===== src/rtl/mem_arbiter.sv =====
// -----------------------------------------------------------------------------
// mem_arbiter
//   Shares one single-ported, wait-stated memory bus between the instruction
//   fetch master (pc_reg/if_id) and the data master (mem stage). Requests are
//   serialised with round-robin priority. Each completed result is held, and
//   its master is marked done, until the pipeline advances. A transaction
//   that gets no ack within TIMEOUT cycles is aborted with a bus_err_o pulse.
//
// Ports
//   clk, rst           : clock, asynchronous active-low reset
//   inst_ce_i/addr_i   : fetch request (held until the pipeline advances)
//   inst_data_o        : fetched word (registered)
//   data_ce/we/sel/addr/wdata_i : data access request
//   data_rdata_o       : read data (registered)
//   hold_i             : pipeline frozen by another stall source
//   stallreq_o         : a requested access has not completed yet
//   bus_err_o          : one-cycle pulse on timeout abort
//   mem_*_o            : registered memory bus request
//   mem_rdata_i/ack_i  : memory response, ack is a one-cycle strobe
// -----------------------------------------------------------------------------
module mem_arbiter #(
   parameter int ADDR_W  = 32,
   parameter int DATA_W  = 32,
   parameter int TIMEOUT = 255
) (
   input  logic              clk,
   input  logic              rst,
   input  logic              inst_ce_i,
   input  logic [ADDR_W-1:0] inst_addr_i,
   output logic [DATA_W-1:0] inst_data_o,
   input  logic              data_ce_i,
   input  logic              data_we_i,
   input  logic [3:0]        data_sel_i,
   input  logic [ADDR_W-1:0] data_addr_i,
   input  logic [DATA_W-1:0] data_wdata_i,
   output logic [DATA_W-1:0] data_rdata_o,
   input  logic              hold_i,
   output logic              stallreq_o,
   output logic              bus_err_o,
   output logic              mem_req_o,
   output logic              mem_we_o,
   output logic [3:0]        mem_sel_o,
   output logic [ADDR_W-1:0] mem_addr_o,
   output logic [DATA_W-1:0] mem_wdata_o,
   input  logic [DATA_W-1:0] mem_rdata_i,
   input  logic              mem_ack_i
);

   typedef enum logic [1:0] {S_IDLE, S_INST, S_DATA} state_t;

   // Abort fires on the edge where the counter already sits at TIMEOUT-1,
   // so mem_req_o stays high for exactly TIMEOUT cycles without an ack.
   localparam logic [7:0] CNT_LAST = 8'(TIMEOUT - 1);

   state_t     r_state, w_next;
   logic       r_inst_done, r_data_done;
   logic       r_last_data;            // last grant went to DATA (reset: INST)
   logic [7:0] r_cnt;

   logic       w_pend_i, w_pend_d, w_stall;
   logic       w_grant_i, w_grant_d;
   logic       w_ack, w_abort, w_finish;
   logic       w_release;

   assign w_pend_i  = inst_ce_i & ~r_inst_done;
   assign w_pend_d  = data_ce_i & ~r_data_done;
   assign w_stall   = w_pend_i | w_pend_d;
   // Gated by reset so every output reads 0 while rst is asserted.
   assign stallreq_o = rst & w_stall;
   // Pipeline advances on this edge: completed results have been consumed.
   assign w_release = ~w_stall & ~hold_i;
   assign w_finish  = w_ack | w_abort;

   // ---------------------------------------------------------------- FSM
   always_ff @(posedge clk or negedge rst) begin
      if (!rst) r_state <= S_IDLE;
      else      r_state <= w_next;
   end

   always_comb begin
      w_next    = r_state;
      w_grant_i = 1'b0;
      w_grant_d = 1'b0;
      w_ack     = 1'b0;
      w_abort   = 1'b0;
      case (r_state)
         S_IDLE: begin
            // mem_ack_i is ignored here; only pending requests matter.
            if (w_pend_i && w_pend_d) begin
               if (r_last_data) w_grant_i = 1'b1;
               else             w_grant_d = 1'b1;
            end else if (w_pend_i) begin
               w_grant_i = 1'b1;
            end else if (w_pend_d) begin
               w_grant_d = 1'b1;
            end
            if (w_grant_i) w_next = S_INST;
            if (w_grant_d) w_next = S_DATA;
         end
         S_INST, S_DATA: begin
            // Always return to IDLE: guarantees one idle cycle between grants.
            if (mem_ack_i) begin
               w_ack  = 1'b1;
               w_next = S_IDLE;
            end else if (r_cnt == CNT_LAST) begin
               w_abort = 1'b1;
               w_next  = S_IDLE;
            end
         end
         default: w_next = S_IDLE;
      endcase
   end

   // ---------------------------------------------------------- bus request
   always_ff @(posedge clk or negedge rst) begin
      if (!rst) begin
         mem_req_o   <= 1'b0;
         mem_we_o    <= 1'b0;
         mem_sel_o   <= 4'b0;
         mem_addr_o  <= '0;
         mem_wdata_o <= '0;
         r_cnt       <= '0;
         r_last_data <= 1'b0;
         bus_err_o   <= 1'b0;
      end else begin
         bus_err_o <= w_abort;
         if (w_grant_i) begin
            mem_req_o   <= 1'b1;
            mem_we_o    <= 1'b0;
            mem_sel_o   <= 4'b1111;
            mem_addr_o  <= inst_addr_i;
            mem_wdata_o <= '0;
            r_cnt       <= '0;
            r_last_data <= 1'b0;
         end else if (w_grant_d) begin
            mem_req_o   <= 1'b1;
            mem_we_o    <= data_we_i;
            mem_sel_o   <= data_sel_i;
            mem_addr_o  <= data_addr_i;
            mem_wdata_o <= data_wdata_i;
            r_cnt       <= '0;
            r_last_data <= 1'b1;
         end else if (r_state != S_IDLE) begin
            // Address/data stay put; only the request strobe drops on finish.
            if (w_finish) mem_req_o <= 1'b0;
            else          r_cnt     <= r_cnt + 8'd1;
         end
      end
   end

   // ------------------------------------------------------ result registers
   always_ff @(posedge clk or negedge rst) begin
      if (!rst) begin
         inst_data_o  <= '0;
         data_rdata_o <= '0;
      end else begin
         if (r_state == S_INST && w_finish)
            inst_data_o <= w_ack ? mem_rdata_i : '0;
         // A write ack leaves the read-data register alone; an abort always
         // loads 0 so the pipeline never consumes stale data.
         if (r_state == S_DATA && (w_abort || (w_ack && !mem_we_o)))
            data_rdata_o <= w_ack ? mem_rdata_i : '0;
      end
   end

   // ------------------------------------------------------------ done flags
   // A done flag keeps a finished access from being re-issued while its
   // request is still presented (pipeline stalled or held). Setting wins
   // over release in the same cycle.
   always_ff @(posedge clk or negedge rst) begin
      if (!rst) begin
         r_inst_done <= 1'b0;
         r_data_done <= 1'b0;
      end else begin
         r_inst_done <= (r_inst_done & ~w_release) | (r_state == S_INST && w_finish);
         r_data_done <= (r_data_done & ~w_release) | (r_state == S_DATA && w_finish);
      end
   end

endmodule


===== config.mk =====
export PLATFORM = sky130hd
export DESIGN_NAME = mem_arbiter
export DESIGN_NICKNAME = d
export VERILOG_FILES = /design/src/rtl/mem_arbiter.sv
export SDC_FILE = /design/constraint.sdc
export NUM_CORES = 1
export LEC_CHECK = 0
export ABC_AREA = 1
export BUFFER_PORTS_ARGS = -buffer_cell sky130_fd_sc_hd__buf_2
export CORE_MARGIN = 10
export CORE_UTILIZATION = 43
export DETAILED_ROUTE_END_ITERATION = 12
export HOLD_SLACK_MARGIN = 0.1
export PLACE_DENSITY_LB_ADDON = 0.15
export SLEW_MARGIN = 20
export SYNTH_ARGS = -nofsm -noshare
export SYNTH_HDL_FRONTEND = slang
export SYNTH_SLANG_ARGS = --single-unit

===== constraint.sdc =====
create_clock -name clk -period 1.65 [get_ports clk]
set_clock_uncertainty 0.15 [all_clocks]
set_input_delay 0.165 -clock clk [delete_from_list [all_inputs] [get_ports clk]]
set_output_delay 0.165 -clock clk [all_outputs]
set_load 0.05 [all_outputs]

Word-level counts from Yosys, hierarchy flattened
Index checks and enable logic that the tools add are counted.
{ "word_totals": {"ff_bits": 148, "latchBits": 0, "mem_bits_rw": 0, "mem_bits_ro": 0, "inputBits": 139, "output_inout_bits": 136, "wordCells": 91, "memories": 0} }
{ "classes": {"add_sub_neg": 1, "n_mul": 0, "div": 0, "n_lt_le_gt_ge": 0, "eq_ne": 6, "shifts": 0, "mux": 40, "n_bitwise": 15, "n_reduce_logical": 16} }
{ "ops": {"columns": ["operator", "count"], "rows": [
  ["$mux 32", 5],
  ["$mux 8", 4],
  ["$mux 1", 24],
  ["$add 8x1->8 const B", 1],
  ["$eq 8x8->1 const B", 1],
  ["$mux 2", 4],
  ["$mux 4", 2],
  ["$and 1x1->1", 6],
  ["$ne 3x3->1 const B", 2],
  ["$reduce_and 2->1", 3],
  ["$reduce_bool 3->1", 2],
  ["$logic_and 1x1->1", 5],
  ["$not 1->1", 5],
  ["$or 1x1->1", 4],
  ["$pmux 2 s2", 1],
  ["$reduce_bool 2->1", 2],
  ["$ne 3x1->1 const B", 1],
  ["$eq 2x1->1 const B", 1],
  ["$eq 2x2->1 const B", 1],
  ["$logic_not 2->1", 1],
  ["$reduce_or 2->1", 1],
  ["$logic_not 1->1", 1],
  ["$logic_or 1x1->1", 1]
]} }

Logic depth before layout (Yosys ltp)
Gate-level depths: netlist (run 1).
{ "logic_depth": {"depth_word": 9, "mapped_depth": 10} }

Worst setup path after synthesis (run 1)
No wires, ideal clock.
{ "synth_timing": {"path_kind": "reg-to-reg", "start": "reg r_state[0]", "end": "reg data_rdata_o[10]", "t_arrival_ns": 1.492, "required_time_ns": 1.380, "slack_ns": -0.112, "path_stages_with_launch": 11, "path_cell_list": "dfrtp_1 > inv_1 > ha_1 > inv_1 > nor2_1 > nand3_4 > o21ai_4 > nand2_4 > buf_6 > nand2_1 > o21ai_2"} }
{ "synth_via": {"elab_chain_len": 6, "word_cells_on_any_way": 9, "cone_classes": "eq/ne (2); mux (3); reduce/logical (4)"} }
{ "synth_rtl": {"columns": ["element", "line_no", "source"], "rows": [
  ["start: declaration", "55", "state_t r_state, w_next;"],
  ["start signal: assignment", "77", "else r_state <= w_next;"],
  ["$eq 2x1->1 or $eq 2x2->1 (tied branches)", "86, 161", null],
  ["$reduce_or 2->1", "86", "case (r_state)"],
  ["$mux 1", "86", null],
  ["$logic_and 1x1->1", "161", "if (r_state == S_DATA && (w_abort || (w_ack && !mem_we_o)))"],
  ["$logic_or 1x1->1", "161", null],
  ["$logic_and 1x1->1", "161", null],
  ["end signal: assignment", "162", "data_rdata_o <= w_ack ? mem_rdata_i : '0;"],
  ["end: declaration", "36", "output logic [DATA_W-1:0] data_rdata_o,"]
]} }
Several ways; a longest one is shown, not always the timed one.
A chain may end at the register's enable or synchronous reset.

Worst setup path in the final report (run 1)
{ "layout_timing": {"start": "reg r_state[0]", "end": "reg mem_addr_o[4]"} }
{ "layout_via": {"elab_chain_len": 3, "word_cells_on_any_way": 5, "cone_classes": "mux (3); reduce/logical (2)"} }
{ "layout_rtl": {"columns": ["element", "line_no", "source"], "rows": [
  ["$logic_not 2->1 *", "86", null],
  ["$mux 1", "86", null],
  ["$mux 32 or $reduce_bool 2->1 (tied branches)", null, null],
  ["end signal: assignment", "131", "mem_addr_o <= inst_addr_i;"],
  ["end signal: assignment", "139", "mem_addr_o <= data_addr_i;"],
  ["end: declaration", "43", "output logic [ADDR_W-1:0] mem_addr_o,"]
]} }
Every way passes the cells marked *; elsewhere a longest branch is shown, timed or not.

==> metrics.cfg, run 1 <==
[run_status]
status = complete, but fails checks
violations = setup timing

[yosys]
async_flop_share_pct = 100
synth_seq_area_share_pct = 57.0
syn-instance-count = 716
synth_area_per_cell_sq_um = 9.08
synth-seq-cells = 148
synth-edff-count = 0
synth_ff_type = dfrtp_1
synth_cell_type_count = 32
ys_warn_count = 0
syn-num-nets = 860
syn_area_sq_um = 6500

[setup_path]
worstPathRequired_ns = 1.80
critPathSlowestCell = dfrtp_1
crit_type = register to register
cp_num_cells = 7
slowest_delay_ns = 0.38
cp_top_family = buffers and inverters
crit_start = r_state[0]$_DFFE_PN0P_
path_max_fanout = 8
crit_path_end_kind = register
crit_chain = inv_2, ha_4, nand3_4, clkinvlp_4, clkbuf_16, nand2_2, a31oi_1
crit_buf_inv = 3
reg2reg_from = r_state[0]$_DFFE_PN0P_
cp.arrival_ns = 1.93
start_kind = register
r2r_cells = 7

[cells_and_area]
stdcell_count = 1358
finalNetCount = 1304
area_delta_synth_final_pct = 69.9
utilization_pct = 75.1
fillers = 977
drive_above_1_share_pct = 42.5

[place]
io_buffers = 274
dpl.hpwl_um = 14400
place.gp.congestion = 0.784
dp.cells = 1172

[clocking]
clk_latency_ns = 0.41
cts_tree = yes
cts_root_buf = clkbuf_16
htreeDepth = 4
clk_pin_slew_ns = 0.06
cts_made_buffers = 17
cts_max_path_buffers = 2
cts.sinks = 148

[floorplan]
die_y_um = 143
io_pins = 275
die_area_sq_um = 20400
core_sq_um = 14700
fp.dieW_um = 143
rows = 44
start_util_pct = 44.2

[global_routing]
antenna_found_initial = 2
grtUsageTotal_pct = 22.2
grt-ovfl-total = 0
grt_max_degree = 89
grt_pass1_vias = 6976
grt_pass1_wl_um = 36200

[drt]
vias = 6825
viasPerCell = 5.03
dr.pass1.iters = 5
drc = 0
drt_iter0_drc = 376
wl_per_cell_um = 18.6
antenna_left = 0
routed_wl_um = 25200

[min_path]
hold_path_depth = 5
hold_class = input port to register
holdCritStartpoint = mem_ack_i

[run]
maxCapViolations = 0

[timing]
relSlewSlack_pct = 67.5
setup_viol = 97
fin_crit_ns = 1.78
rsz0062_at_grt = true
tightest_slew_ns = 0.487
period_share_pct = 108
max_freq_mhz = 563
worst_slack_ns = -0.127
finalHoldViolCount = 0
maxSlewViolCount = 0

[power_and_ir_drop]
p_per_area_nw_per_um2 = 2310
p_leak_nw = 5.63
vdd_drop_max_v = 0.00173

==> synth_stat cells, types with 2 or more instances <==
| library cell | count | share of area, % |
|---|---|---|
| ha_1 | 5 | 0.96 |
| nor2_1 | 39 | 2.3 |
| dfrtp_1 | 148 | 57 |
| buf_6 | 9 | 1.6 |
| buf_4 | 4 | 0.46 |
| xnor2_1 | 2 | 0.27 |
| inv_1 | 48 | 2.8 |
| nand3_2 | 2 | 0.31 |
| clkbuf_1 | 9 | 0.52 |
| buf_2 | 13 | 1.0 |
| nand2_1 | 265 | 15 |
| nand2_4 | 2 | 0.35 |
| o21ai_0 | 26 | 2.0 |
| o22a_1 | 4 | 0.54 |
| buf_1 | 3 | 0.17 |
| inv_2 | 2 | 0.12 |
| nand3_1 | 41 | 3.2 |
| nor2_2 | 4 | 0.38 |
| a31oi_1 | 32 | 3.1 |
| nand2_2 | 5 | 0.48 |
| o21ai_2 | 42 | 5.7 |
==> flip-flops by register name, summed over array words and instances, names as in the netlist, 2 cells and up <==
| signal | flops |
|---|---|
| data_rdata_o | 32 |
| mem_wdata_o | 32 |
| mem_sel_o | 4 |
| mem_addr_o | 32 |
| r_state | 2 |
| r_cnt | 8 |
| inst_data_o | 32 |
==> layout by cell type, fill, tap and decap left out, types with 4 or more instances in the layout <==
cell type      count
nand2_4           19
o21ai_1           18
clkbuf_16         22
nor2_1            37
o21ai_0            4
bufinv_16          5
nand2_1          207
dfrtp_1          148
dlygate4sd3_1    136
buf_4             27
nand3_1           38
o22a_1             4
inv_2              6
buf_12            12
clkbuf_8           4
inv_1             43
buf_2            271
o21ai_2           46
nor2_4             5
buf_6              9
a31oi_1           26
nand2_2           44
==> logic make-up after synthesis <==
kind of cell | after synthesis | share of synthesized area (%)
adders and majority gates | 5 | 0.962
DFF | 148 | 57.0
xor gates and xnor gates | 3 | 0.404
AOI/OAI and AO/OA | 111 | 12.4
buffers and inverters | 89 | 6.66
and+or+nand+nor | 360 | 22.6
==> per-stage QoR <==
| step | setup WS [ns] | hold slack [ns] | setup TNS [ns] | power, mW | cell area, sq um |
|---|---|---|---|---|---|
| after global routing | -0.200 | 0.174 | -13.01 | 26.8 | 11000 |
| after detailed placement | -0.144 | 0.0705 | -14.98 | 19.1 | 8310 |
| after floorplan | -0.0566 | -0.281 | -2.25 | 15.5 | 6510 |
| after global placement | -0.124 | 0.0684 | -11.49 | 19.0 | 8310 |
| final | -0.127 | 0.147 | -4.72 | 25.5 | 11000 |
| after CTS | -0.0957 | 0.116 | -3.98 | 24.0 | 10500 |
==> worst paths after layout <==
check	to	slack [ns]
setup / recovery	mem_addr_o[4]$_DFFE_PN0P_	-0.13
hold / removal	r_data_done$_DFF_PN0_	0.15
setup reg to reg	mem_addr_o[4]$_DFFE_PN0P_	-0.13
hold reg to reg	mem_wdata_o[31]$_DFFE_PN0P_	0.32
max in group asynchronous	mem_wdata_o[4]$_DFFE_PN0P_	0.74
min in group asynchronous	mem_addr_o[24]$_DFFE_PN0P_	0.18
==> what timing repair did <==
action	in CTS	in global routing
gates cloned	1	6
hold buffers	137	0
resized for setup	39	89
endpoints found under the setup margin	145	139
pin swaps	1	17
hold endpoints to repair	284	0
setup buffers	3	9
==> power breakdown <==
group          switching [mW]  internal, mW
registers                1.04          5.32
clock network            1.48          2.84
logic                    10.6          4.23
total                    13.1          12.4
==> final cells by class <==
cell class / count / area (sq um) / area share [%]
flip-flops and latches: 148 / 3700 / 33.5
repair buffers: 463 / 3450 / 31.3
inverters: 51 / 200 / 1.81
well taps: 184 / 230 / 2.08
clock buffers: 23 / 488 / 4.42
diodes: 2 / 5.00 / 0.0453
multi-input cells: 479 / 2790 / 25.3
clock inverters: 8 / 171 / 1.55
==> per-layer routing <==
layer  up-vias  share of wire (%)  GRT usage [%]
met1      3230                 38           25.9
met5         -                  0              0
li1       3190                  -              -
met4         0                3.9           9.55
met2       325                 49           35.6
met3        80                9.4           8.89
==> worst register-to-register path, cell delays in order, from the launching register on <==
cell and delay (ns):
dfrtp_1 0.38, inv_2 0.09, ha_4 0.18, nand3_4 0.15, clkinvlp_4 0.22, clkbuf_16 0.22, nand2_2 0.06, a31oi_1 0.23
Power figures use the tool's default switching activity.
==> run 2: changes to the inputs <==
- CORE_UTILIZATION: 43 -> 35
==> run 2 against run 1 <==
- the flow still finishes with violations (setup timing)
- die area up 20%
- fmax up 0.53%
- wire length down 6.0%
- combinational power up 4%
==> metrics.cfg, run 2 (synthesized netlist as in run 1, its figures left out) <==
[run_status]
status = complete, but fails checks
violations = setup timing

[setup_path]
crit_type = register to register
path_max_fanout = 5
cp.arrival_ns = 1.97
start_kind = register
worstPathRequired_ns = 1.85
crit_path_end_kind = register
reg2reg_slack_ns = -0.12

[floorplan]
core_sq_um = 18100
die_y_um = 156
io_pins = 275
rows = 49
die_area_sq_um = 24400
fp.dieW_um = 156
start_util_pct = 35.8

[timing]
relSlewSlack_pct = 67.4
worst_slack_ns = -0.118
max_freq_mhz = 566
setup_viol = 99
hold_slack_ns = 0.166
maxSlewViolCount = 0
period_share_pct = 107
fin_crit_ns = 1.77
finalHoldViolCount = 0
rsz0062_at_grt = true
tightest_slew_ns = 0.489

[place]
dpl.hpwl_um = 14900
place_ws_ns = -0.135
place.gp.congestion = 0.765
io_buffers = 274

[drt]
vias = 6511
drt_iter0_drc = 282
antenna_left = 0
routed_wl_um = 23700
wl_per_cell_um = 16.7
viasPerCell = 4.59
dr.pass1.iters = 5
drc = 0

[power_and_ir_drop]
p_comb_share_pct = 59.7
p_total_mw = 25.8
clkPwrFrac_pct = 15.6
switching_share_pct = 51.7
p_int_mw = 12.5
p_per_area_nw_per_um2 = 2280
p_seq_share_pct = 24.8
switching_power_mw = 13.3
p_leak_nw = 5.70
vdd_drop_max_v = 0.00140

[clocking]
cts.sinks = 148
cts_max_path_buffers = 2
clk_latency_ns = 0.42
cts_made_buffers = 17
cts_tree = yes
cts_root_buf = clkbuf_16
htreeDepth = 4
clk_pin_slew_ns = 0.06

[global_routing]
grt_max_degree = 82
grt_pass1_vias = 6901
antenna_found_initial = 1
grt_pass1_wl_um = 36000
grtUsageTotal_pct = 18.2
grt-ovfl-total = 0

[cells_and_area]
utilization_pct = 62.2
drive_above_1_share_pct = 44.3
final_common_cell = buf_2
area_delta_synth_final_pct = 73.7
finalNetCount = 1318
mostFrequentLayoutCells = 272 x buf_2, 194 x nand2_1, 148 x dfrtp_1

[min_path]
hold_class = input port to asynchronous set/reset pin

[run]
maxCapViolations = 0

[run 2: cell count changes in the layout (fill, tap and decap cells not counted), moves of 4 or more]
cell and delta:
inv_6 +4, nand2_2 +15, inv_2 -4, o21ai_2 +6
a31oi_1 +5, buf_12 +6, clkbuf_16 +5, o21ai_1 -5
nand2_1 -13
[run 2: final cells by class]
type | count | area, sq um
Inverter | 51 | 215
Tap cell | 229 | 287
Fill cell | 1504 | 6860
Multi-Input combinational cell | 479 | 2780
Timing Repair Buffer | 477 | 3700
Clock inverter | 13 | 163
Clock buffer | 19 | 443
Antenna cell | 1 | 2.50
Sequential cell | 148 | 3700
[run 2: per-stage QoR]
stage / instance area (sq um) / cells / setup TNS (ns)
3_3_place_gp: 8420 / 1221 / -11.19
2_1_floorplan: 6510 / 716 / -2.25
5_1_grt: 11300 / 1417 / -17.05
3_5_place_dp: 8420 / 1221 / -12.55
4_1_cts: 10600 / 1393 / -4.20
6_report: 11300 / 1417 / -6.06
[run 2: per-layer routing]
layer / up-vias / share of wire, % / track usage (%)
met4: 0 / 1.6 / 5.71
met2: 234 / 48 / 29.9
met3: 29 / 9.1 / 7.57
met5: - / 0 / 0
li1: 3210 / - / -
met1: 3038 / 41 / 21.4
[run 2: worst paths after layout]
check	start	endpoint	depth (start not counted)
setup / recovery	r_state[0]$_DFFE_PN0P_	r_inst_done$_DFF_PN0_	9
hold / removal	rst	r_cnt[2]$_DFFE_PN0P_	3
min in group clk	inst_ce_i	r_state[1]$_DFFE_PN0P_	5
setup reg to reg	r_state[0]$_DFFE_PN0P_	r_inst_done$_DFF_PN0_	9
hold reg to reg	mem_wdata_o[14]$_DFFE_PN0P_	mem_wdata_o[14]$_DFFE_PN0P_	2
max in group asynchronous	rst	mem_req_o$_DFFE_PN0P_	3
[run 2: what timing repair did]
item                                   4_1_cts  5_1_grt
hold buffers                               137        0
setup endpoints to repair                  146      144
buffers inserted                             2       10
resized for setup                           35      110
cloned                                       1       13
pin swaps                                    3        9
endpoints found under the hold margin      284        0
[run 2: worst max-delay path, cell delays in order, from the launching register on]
cell       delay [ns]
dfrtp_1          0.37
inv_2            0.06
ha_4             0.28
inv_4            0.03
nor2_4           0.10
nand3_4          0.11
a21boi_4         0.19
buf_12           0.15
clkbuf_16        0.15
o21bai_2         0.10
[run 2: power groups by stage]
stage               clock (mW)  sequential [mW]  combinational [mW]
finish                    4.02             6.38                15.4
global route              4.27             6.57                16.4
CTS                       4.12             6.24                13.7
floorplan                    0             11.7                3.81
detailed placement           0             6.24                13.1
global placement             0             6.24                13.1
